`src/rtl/spi_mem_master_if.sv`:
```
// spi_mem_master_if: request/response bundle (start, addr, rw, wdata -> busy, done, rdata) between a requester and spi_mem_master
interface spi_mem_master_if;
  logic       start;
  logic [6:0] addr;
  logic       rw;
  logic [7:0] wdata;
  logic       busy;
  logic       done;
  logic [7:0] rdata;
  modport master (output start, addr, rw, wdata, input busy, done, rdata);
  modport slave (input start, addr, rw, wdata, output busy, done, rdata);
endinterface

```
`src/rtl/spi_mem_master.sv`:
```
// spi_mem_master: turns one req strobe (addr/rw/wdata -> busy/done/rdata) into a 16-bit SPI frame on sclk_pin/cs_pin/mosi_pin, sampling miso_pin
module spi_mem_master #(
  parameter int HALF_PERIOD = 16
) (
  input  logic                   clk,
  input  logic                   reset,
  spi_mem_master_if.slave        req,
  output logic                   sclk_pin,
  output logic                   cs_pin,
  output logic                   mosi_pin,
  input  logic                   miso_pin
);
  typedef enum logic [2:0] {IDLE, SETUP, SHIFT, HOLD, GAP} state_t;
  state_t      state, state_n;
  logic [7:0]  hcnt, hcnt_n;
  logic [3:0]  bcnt, bcnt_n;
  logic        ph, ph_n;
  logic [15:0] frame, frame_n;
  logic [7:0]  rx, rx_n;
  logic [1:0]  miso_s;
  logic        last;
  logic        sclk_n, cs_n, mosi_n, busy_n, done_n;
  logic [7:0]  rdata_n;
  assign last = hcnt == 8'(HALF_PERIOD - 1);
  always_ff @(posedge clk) begin
    if (reset) begin
      state     <= IDLE;
      hcnt      <= '0;
      bcnt      <= '0;
      ph        <= 1'b0;
      frame     <= '0;
      rx        <= '0;
      miso_s    <= '0;
      sclk_pin  <= 1'b0;
      cs_pin    <= 1'b1;
      mosi_pin  <= 1'b0;
      req.busy  <= 1'b0;
      req.done  <= 1'b0;
      req.rdata <= '0;
    end else begin
      state     <= state_n;
      hcnt      <= hcnt_n;
      bcnt      <= bcnt_n;
      ph        <= ph_n;
      frame     <= frame_n;
      rx        <= rx_n;
      miso_s    <= {miso_s[0], miso_pin};
      sclk_pin  <= sclk_n;
      cs_pin    <= cs_n;
      mosi_pin  <= mosi_n;
      req.busy  <= busy_n;
      req.done  <= done_n;
      req.rdata <= rdata_n;
    end
  end
  always_comb begin
    state_n = state;
    case (state)
      IDLE:    state_n = req.start ? SETUP : IDLE;
      SETUP:   state_n = last ? SHIFT : SETUP;
      SHIFT:   state_n = (last && ph && bcnt == 4'd15) ? HOLD : SHIFT;
      HOLD:    state_n = last ? GAP : HOLD;
      GAP:     state_n = last ? IDLE : GAP;
      default: state_n = IDLE;
    endcase
    hcnt_n  = (state == IDLE || last) ? '0 : hcnt + 8'd1;
    ph_n    = (state == SHIFT && last) ? ~ph : ph;
    bcnt_n  = state == IDLE ? '0 : (state == SHIFT && last && ph && bcnt != 4'd15) ? bcnt + 4'd1 : bcnt;
    frame_n = (state == IDLE && req.start) ? {req.addr, req.rw, req.rw ? 8'h00 : req.wdata} : frame;
    rx_n    = (state == SHIFT && ph && last) ? {rx[6:0], miso_s[1]} : rx;
  end
  always_comb begin
    cs_n    = !(state_n == SETUP || state_n == SHIFT || state_n == HOLD);
    sclk_n  = state_n == SHIFT && ph_n;
    mosi_n  = state_n == SETUP ? frame_n[15] : state_n == SHIFT ? frame_n[4'd15 - bcnt_n] : 1'b0;
    busy_n  = state_n != IDLE;
    done_n  = state == HOLD && last;
    rdata_n = (done_n && frame[8]) ? rx : req.rdata;
  end
endmodule
```
`src/flat_wrapper.sv`:
```
// flat-port wrapper written by rule: the top's interface ports become plain ports
module spi_mem_master_flat 
#(
  parameter int HALF_PERIOD = 16
)
  (clk, reset, sclk_pin, cs_pin, mosi_pin, miso_pin, req_start, req_addr, req_rw, req_wdata, req_busy, req_done, req_rdata);
  spi_mem_master_if req_i ();
  input  logic clk;
  input  logic reset;
  output logic sclk_pin;
  output logic cs_pin;
  output logic mosi_pin;
  input  logic miso_pin;
  input wire logic [$bits(req_i.start)-1:0] req_start;
  input wire logic [$bits(req_i.addr)-1:0] req_addr;
  input wire logic [$bits(req_i.rw)-1:0] req_rw;
  input wire logic [$bits(req_i.wdata)-1:0] req_wdata;
  output wire logic [$bits(req_i.busy)-1:0] req_busy;
  output wire logic [$bits(req_i.done)-1:0] req_done;
  output wire logic [$bits(req_i.rdata)-1:0] req_rdata;
  assign req_i.start = req_start;
  assign req_i.addr = req_addr;
  assign req_i.rw = req_rw;
  assign req_i.wdata = req_wdata;
  assign req_busy = req_i.busy;
  assign req_done = req_i.done;
  assign req_rdata = req_i.rdata;
  spi_mem_master #(.HALF_PERIOD(HALF_PERIOD)) u_core (.clk(clk), .reset(reset), .req(req_i), .sclk_pin(sclk_pin), .cs_pin(cs_pin), .mosi_pin(mosi_pin), .miso_pin(miso_pin));
endmodule
```
`config.mk`:
```
export PLATFORM = sky130hd
export DESIGN_NAME = spi_mem_master_flat
export DESIGN_NICKNAME = d
export VERILOG_FILES = /design/src/rtl/spi_mem_master_if.sv /design/src/rtl/spi_mem_master.sv /design/src/flat_wrapper.sv
export SDC_FILE = /design/constraint.sdc
export NUM_CORES = 1
export LEC_CHECK = 0
export CORE_MARGIN = 1
export CORE_UTILIZATION = 45
export CTS_BUF_LIST = sky130_fd_sc_hd__clkbuf_16
export DETAILED_ROUTE_END_ITERATION = 10
export PLACE_DENSITY = 0.77
export SYNTH_ARGS = -nofsm -noshare
export SYNTH_HDL_FRONTEND = slang
export SYNTH_SLANG_ARGS = --single-unit
export TNS_END_PERCENT = 20
```
`constraint.sdc`:
```
create_clock -name clk -period 3.85 [get_ports clk]
set_input_delay 0.385 -clock clk [delete_from_list [all_inputs] [get_ports clk]]
set_output_delay 0.385 -clock clk [all_outputs]
set_load 0.03 [all_outputs]
```
==> impl_metrics.csv, run 1 <==
group,metric,value,unit
final_layout,n_antenna_cell,0,
min_path,hp-class,"register to register",
yosys,async_reset_ff_share,0,%
final_layout,syn_to_final_growth,19.78,%
yosys,synth_top_area_cell,"dfxtp_1",
floorplanning,die_w,75.77,microns
yosys,synth_edf_count,0,
pwr,p_sw,254.2,uW
worst_setup_path,cp_top_family,"simple AND/OR/NAND/NOR gates",
pwr,power,1117,uW
yosys,yosysTopAreaCellShare,44.97,%
timing,fin_skew,0.004895,ns
yosys,seq_area_frac_synth,44.97,%
placed_design,hpwl,3245,microns
yosys,synth_top_family_by_area,"simple AND/OR/NAND/NOR gates",
route,vias_per_cell,5.254,
placed_design,placement.cell_area,2790,sq um
placed_design,place_worst_setup_slack,0.7905,ns
floorplanning,ioPinCount,33,
run,drv_cap,0,
pwr,p_sw_share,22.74,%
cts,cts.sinks,55,
pwr,pwr-share-comb,7.7,%
pwr,share_seq_of_total_power,52.8,%
placed_design,gp_congestion,0.8490,
floorplanning,chipHeight,75.77,microns
floorplanning,rows,26,
placed_design,io_buffers,32,
route,drt-total-wl,4580,microns
timing,slew_headroom,38.55,%
timing,finalHoldViolCount,0,
worst_setup_path,crit_buf_inv,0,
route,remaining_drc_errors,0,
yosys,yosys.area_share.adder,1.533,%
cts,path_clk_slew,0.07,ns
pwr,powerDensity,381.0,nW/um^2
floorplanning,die-area,5740,sq um
timing,tightest_slew,0.9217,ns
timing,finalSetupTns,0,ns
timing,final-max-slew-violation-count,0,
route,routedWlPerCell,12.65,microns
timing,fin_crit,3.118,ns
cts,ctsResizeCount,0,
timing,rsz0062_at_grt,"false",
yosys,syn_nets,289,
yosys,syn-mean-instance-area,9.205,sq um
timing,fin_hold_ws,0.4379,ns
worst_setup_path,crit_top_cell,"and3_1",
yosys,synth.area.mux_share,8.227,%
yosys,synth-compound-area-share,13.34,%
grt,grt_pass1_vias,1717,
pwr,p_leak,0.001189,uW
cts,cts-buffers-inserted,5,
grt,grt_usage,17.75,%
pwr,ir_drop,0.2123,mV
timing,setup_slack,0.7321,ns
grt,grt_max_degree,26,
worst_setup_path,slowest_delay,0.56,ns
route,detail-route-antenna-nets,0,
pwr,power.internal,863.3,uW
cts,cts_hold_buf,0,
grt,antenna_found_initial,0,
timing,max_freq,320.7,MHz
worst_setup_path,required,4.04,ns
yosys,synth_flop_cell,"dfxtp_1",
final_layout,final_cell_mix,"dfxtp_1 (55), nor2_1 (40), clkdlybuf4s50_1 (32)",
worst_setup_path,crit_arrival,3.30,ns
yosys,ys_types,52,
floorplanning,core,5172,sq um
cts,h-tree-depth,2,
yosys,synth-simple-area-share,26.16,%
final_layout,final_common_cell,"dfxtp_1",
cts,cts_setup_buffers,0,
yosys,mappedNetlistArea,2449,sq um
floorplanning,initial_utilization,47.34,%
yosys,synth-xor-area-share,2.146,%
route,vias,1902,
route,drt_pass1_iterations,4,
yosys,syn_inst,266,
worst_setup_path,critPathKind,"register to register",
final_layout,fin_area,2933,sq um
worst_setup_path,cp_slowest_cell,"or4_4",
grt,grt_pass1_wl,7810,microns
yosys,yosys_warnings,0,
cts,insertion_delay,0.29,ns
worst_setup_path,end_kind,"register",
timing,setup_viol,0,
timing,finalCritPeriodShare,80.98,%
cts,ctsRootBufferMaster,"clkbuf_16",
yosys,ys_ff_latch,55,
worst_setup_path,cp_max_fo,11,
grt,overflow,0,
final_layout,final_nets,314,
worst_setup_path,startpoint_type,"register",
final_layout,drive_above_1_share,7.877,%
outcome,status,"completed",
yosys,yosys-top-cells-area,"dfxtp_1 (45%), mux2i_1 (7.8%), nor2_1 (6.1%), a21oi_1 (3.9%), nand2_1 (3.4%)",
pwr,pwr-share-clk,39.5,%
route,first_iter_violations,85,
worst_setup_path,cp_cell_sequence,"or4_4, nor2_4, and3_1, ha_1, nor2b_1, a211o_1, mux2_1, o211ai_1, nand4_1, and3_1",
cts,cts_buffer_depth,2,
cts,cts_tree,"yes",
==> power by group through the flow <==
| stage | Sequential, uW | Clock, uW | Combinational [uW] |
|---|---|---|---|
| 2_1_floorplan | 604 | 0 | 55.3 |
| 3_3_place_gp | 604 | 0 | 84.8 |
| 3_5_place_dp | 604 | 0 | 85.4 |
| 4_1_cts | 590 | 446 | 86.0 |
| 5_1_grt | 592 | 469 | 95.2 |
| 6_report | 591 | 441 | 86.1 |
==> cell type report <==
class	count	area, sq um
clock buffer	5	125.1
clock inverter	3	17.52
fill	459	2240
inverter	4	15.01
multi-input combinational	192	1259
sequential	55	1101
tap	70	87.58
timing repair buffer	33	327.8
==> state kept, by name (all words and copies together), names as in the netlist <==
| signal | cells |
|---|---|
| u_core.miso_s | 2 |
| u_core.req.done | 1 |
| u_core.bcnt | 4 |
| u_core.req.rdata | 8 |
| u_core.sclk_pin | 1 |
| u_core.ph | 1 |
| u_core.rx | 8 |
| u_core.frame | 16 |
| u_core.cs_pin | 1 |
| u_core.hcnt | 8 |
| u_core.state | 3 |
| u_core.req.busy | 1 |
| u_core.mosi_pin | 1 |
==> cell usage after synthesis, types with 2 or more instances <==
library cell  instances
xnor2_1               3
nand4_1               2
o31ai_1               4
nand2_1              22
a21oi_1              19
buf_2                 2
ha_1                  3
nor3b_2               2
and2b_1               2
a211oi_1              3
o21ai_0               2
inv_1                 4
nand2b_1              4
nor2_1               40
a22oi_1               3
a21oi_2               2
or3_1                 3
nor2b_1               7
xor2_1                3
nor3b_1               9
and2_1                2
and3_1                5
mux2i_1              19
and4_1                2
o211ai_1              2
clkbuf_1             10
dfxtp_1              55
buf_6                 2
nand3_1               7
==> per-stage QoR <==
step	util (%)	cells
final	56.70	362
after global routing	56.70	362
after CTS	56.70	362
after detailed placement	53.94	354
after global placement	53.94	354
after floorplan	-	266
==> path summary, 6_finish.rpt <==
kind	from	endpoint	slack (ns)	cells after the start
worst max-delay path	u_core.hcnt[5]$_SDFF_PP0_	u_core.mosi_pin$_SDFF_PP0_	0.73	10
worst min-delay path	u_core.miso_s[0]$_SDFF_PP0_	u_core.miso_s[1]$_SDFF_PP0_	0.44	1
worst max register to register	u_core.hcnt[5]$_SDFF_PP0_	u_core.mosi_pin$_SDFF_PP0_	0.73	10
worst min register to register	u_core.miso_s[0]$_SDFF_PP0_	u_core.miso_s[1]$_SDFF_PP0_	0.44	1
==> per-layer routing <==
layer / wire [microns] / global-route usage (%) / vias up / share of wire [%]
met3: 162 / 4.233 / 9 / 3.5
met4: 59 / 4.115 / 0 / 1.3
met5: 0 / 0 / - / 0
met1: 2315 / 24.88 / 882 / 51
li1: - / - / 977 / -
met2: 2042 / 27.63 / 34 / 45
==> cell families after synthesis <==
| kind of cell | after synthesis |
|---|---|
| and+or+nand+nor | 118 |
| DFF | 55 |
| AOI/OAI and AO/OA | 45 |
| muxes | 20 |
| buffers and inverters | 19 |
| xor gates and xnor gates | 6 |
| adders and majority gates | 3 |
No activity file was read; power rests on OpenSTA's default activity.
==> run 2, diff against run 1 <==
==> constraint.sdc (replaced) <==
create_clock -name clk -period 3.05 [get_ports clk]
set_input_delay 0.305 -clock clk [delete_from_list [all_inputs] [get_ports clk]]
set_output_delay 0.305 -clock clk [all_outputs]
set_load 0.03 [all_outputs]
==> impl_metrics.csv, run 2 (synthesis results as in run 1) <==
group,metric,value,unit
outcome,status,"completed",
placed_design,dp.cells,356,
final_layout,n_antenna_cell,0,
floorplanning,rows,26,
route,first_iter_violations,133,
cts,ctsRootBufferMaster,"clkbuf_16",
timing,rsz0062_at_grt,"false",
route,vias_per_cell,5.236,
final_layout,final_common_cell,"dfxtp_1",
worst_setup_path,critPathKind,"register to register",
timing,final-max-slew-violation-count,0,
grt,overflow,0,
final_layout,final_cell_count_no_fill,364,
worst_setup_path,crit_buf_inv,0,
worst_setup_path,end_kind,"register",
worst_setup_path,crit_cells,10,
final_layout,final_core_util,57.23,%
worst_setup_path,crit_top_cell,"and3_1",
worst_setup_path,required,3.24,ns
route,remaining_drc_errors,0,
final_layout,fin_area,2960,sq um
worst_setup_path,startpoint_type,"register",
pwr,ir_drop,0.3086,mV
cts,cts.sinks,55,
timing,slew_headroom,57.70,%
pwr,powerDensity,477.7,nW/um^2
placed_design,gp_congestion,0.8064,
cts,insertion_delay,0.29,ns
route,vias,1906,
pwr,p_sw,323.3,uW
timing,fin_crit,2.809,ns
worst_setup_path,slowest_delay,0.56,ns
run,drv_cap,0,
route,drt-total-wl,4832,microns
timing,tightest_slew,0.6308,ns
worst_setup_path,cp_cell_sequence,"or4_4, nor2_4, and3_1, ha_2, nor2b_2, a211o_1, mux2_1, o211ai_1, nand4_1, and3_1",
pwr,pwr-share-clk,39.5,%
cts,cts_buffer_depth,2,
cts,cts_tree,"yes",
placed_design,io_buffers,32,
cts,path_clk_slew,0.07,ns
floorplanning,initial_utilization,47.34,%
grt,grt_pass1_vias,1770,
timing,finalHoldViolCount,0,
timing,max_freq,356.0,MHz
pwr,pwr-share-comb,7.8,%
worst_setup_path,worstReg2RegStart,"u_core.hcnt[5]$_SDFF_PP0_",
worst_setup_path,crit_path_start,"u_core.hcnt[5]$_SDFF_PP0_",
route,drt_pass1_iterations,4,
pwr,power.internal,1091,uW
cts,h-tree-depth,2,
final_layout,regMostFlops,"u_core.frame",
grt,antenna_found_initial,0,
timing,finalSetupTns,0,ns
final_layout,drive_above_1_share,9.184,%
worst_setup_path,rr_worst_depth,10,
route,detail-route-antenna-nets,0,
final_layout,final_cell_mix,"dfxtp_1 (55), nor2_1 (40), clkdlybuf4s50_1 (32)",
worst_setup_path,r2r_setup_slack,0.24,ns
final_layout,final_nets,316,
timing,fin_skew,0.004959,ns
final_layout,syn_to_final_growth,20.90,%
worst_setup_path,cp_slowest_cell,"or4_4",
timing,finalCritPeriodShare,92.10,%
route,routedWlPerCell,13.27,microns
cts,cts-buffers-inserted,5,
worst_setup_path,r2r-end,"u_core.mosi_pin$_SDFF_PP0_",
placed_design,hpwl,3408,microns
worst_setup_path,cp_max_fo,11,
floorplanning,die-area,5740,sq um
final_layout,register_area,1101,sq um
worst_setup_path,cp_top_family,"simple AND/OR/NAND/NOR gates",
grt,grt_pass1_wl,8169,microns
cts,cts_setup_buffers,0,
pwr,share_seq_of_total_power,52.8,%
worst_setup_path,crit_end,"u_core.mosi_pin$_SDFF_PP0_",
min_path,hp-class,"register to register",
grt,grt_max_degree,35,
floorplanning,die_w,75.77,microns
pwr,p_sw_share,22.86,%
pwr,p_leak,0.001199,uW
final_layout,largest_register_ffs,16,
floorplanning,ioPinCount,33,
floorplanning,core,5172,sq um
final_layout,multi_input_area,1271,sq um
timing,setup_viol,0,
grt,grt_usage,18.70,%
final_layout,fillers,454,
worst_setup_path,crit_arrival,3.00,ns
placed_design,placement.cell_area,2805,sq um
floorplanning,chipHeight,75.77,microns
run 2: how the worst min path moves through the flow:
stage                                             end  depth (start not counted)                        start
after global routing      u_core.miso_s[1]$_SDFF_PP0_                          1  u_core.miso_s[0]$_SDFF_PP0_
after detailed placement  u_core.miso_s[1]$_SDFF_PP0_                          1  u_core.miso_s[0]$_SDFF_PP0_
after global placement    u_core.miso_s[1]$_SDFF_PP0_                          1  u_core.miso_s[0]$_SDFF_PP0_
after CTS                   u_core.hcnt[0]$_SDFF_PP0_                          1    u_core.hcnt[0]$_SDFF_PP0_
after floorplan            u_core.state[2]$_SDFF_PP0_                          1                        reset
final                     u_core.miso_s[1]$_SDFF_PP0_                          1  u_core.miso_s[0]$_SDFF_PP0_
run 2: layer usage:
layer / up-vias / part of all wire (%) / GRT usage, %
li1: 979 / - / -
met1: 880 / 48 / 25.94
met2: 41 / 46 / 28.81
met3: 6 / 4.8 / 4.101
met4: 0 / 1.3 / 6.173
met5: - / 0 / 0
run 2: timing repair:
| action | CTS | global route |
|---|---|---|
| hold endpoints to repair | 0 | 0 |
| gates resized for setup | 0 | 3 |
| hold buffers | 0 | 0 |
| setup endpoints to repair | 0 | 1 |
run 2: power groups by stage:
stage	Clock (uW)	Sequential, uW	Combinational [uW]
finish	558	746	110
detailed placement	0	763	109
CTS	565	746	110
floorplan	0	762	69.8
global route	591	747	122
global placement	0	762	108
run 2: layout make-up:
type	count	area share [%]
clock inverter	3	0.5917
clock buffer	5	4.227
timing repair buffer	35	11.58
sequential	55	37.19
tap	70	2.959
multi-input combinational	192	42.94
inverter	4	0.5072
run 2: metrics by stage:
stage                     hold WS (ns)  total power (uW)  worst slack, ns
after floorplan                 0.3819             832.3           0.1805
after global placement          0.4198             870.7           0.2540
after detailed placement        0.4303             872.0           0.1983
after CTS                       0.4448              1421           0.1800
after global routing            0.4646              1461          0.01843
final                           0.4441              1414           0.2410
==> run 3, diff against run 2 <==
--- a/config.mk
+++ b/config.mk
@@ -10,6 +10,7 @@
 export CTS_BUF_LIST = sky130_fd_sc_hd__clkbuf_16
 export DETAILED_ROUTE_END_ITERATION = 10
 export PLACE_DENSITY = 0.77
+export SKIP_LAST_GASP = 1
 export SYNTH_ARGS = -nofsm -noshare
 export SYNTH_HDL_FRONTEND = slang
 export SYNTH_SLANG_ARGS = --single-unit
==> results of run 3 <==
Same layout as run 2: the final DEF is identical, and so are final timing and power.
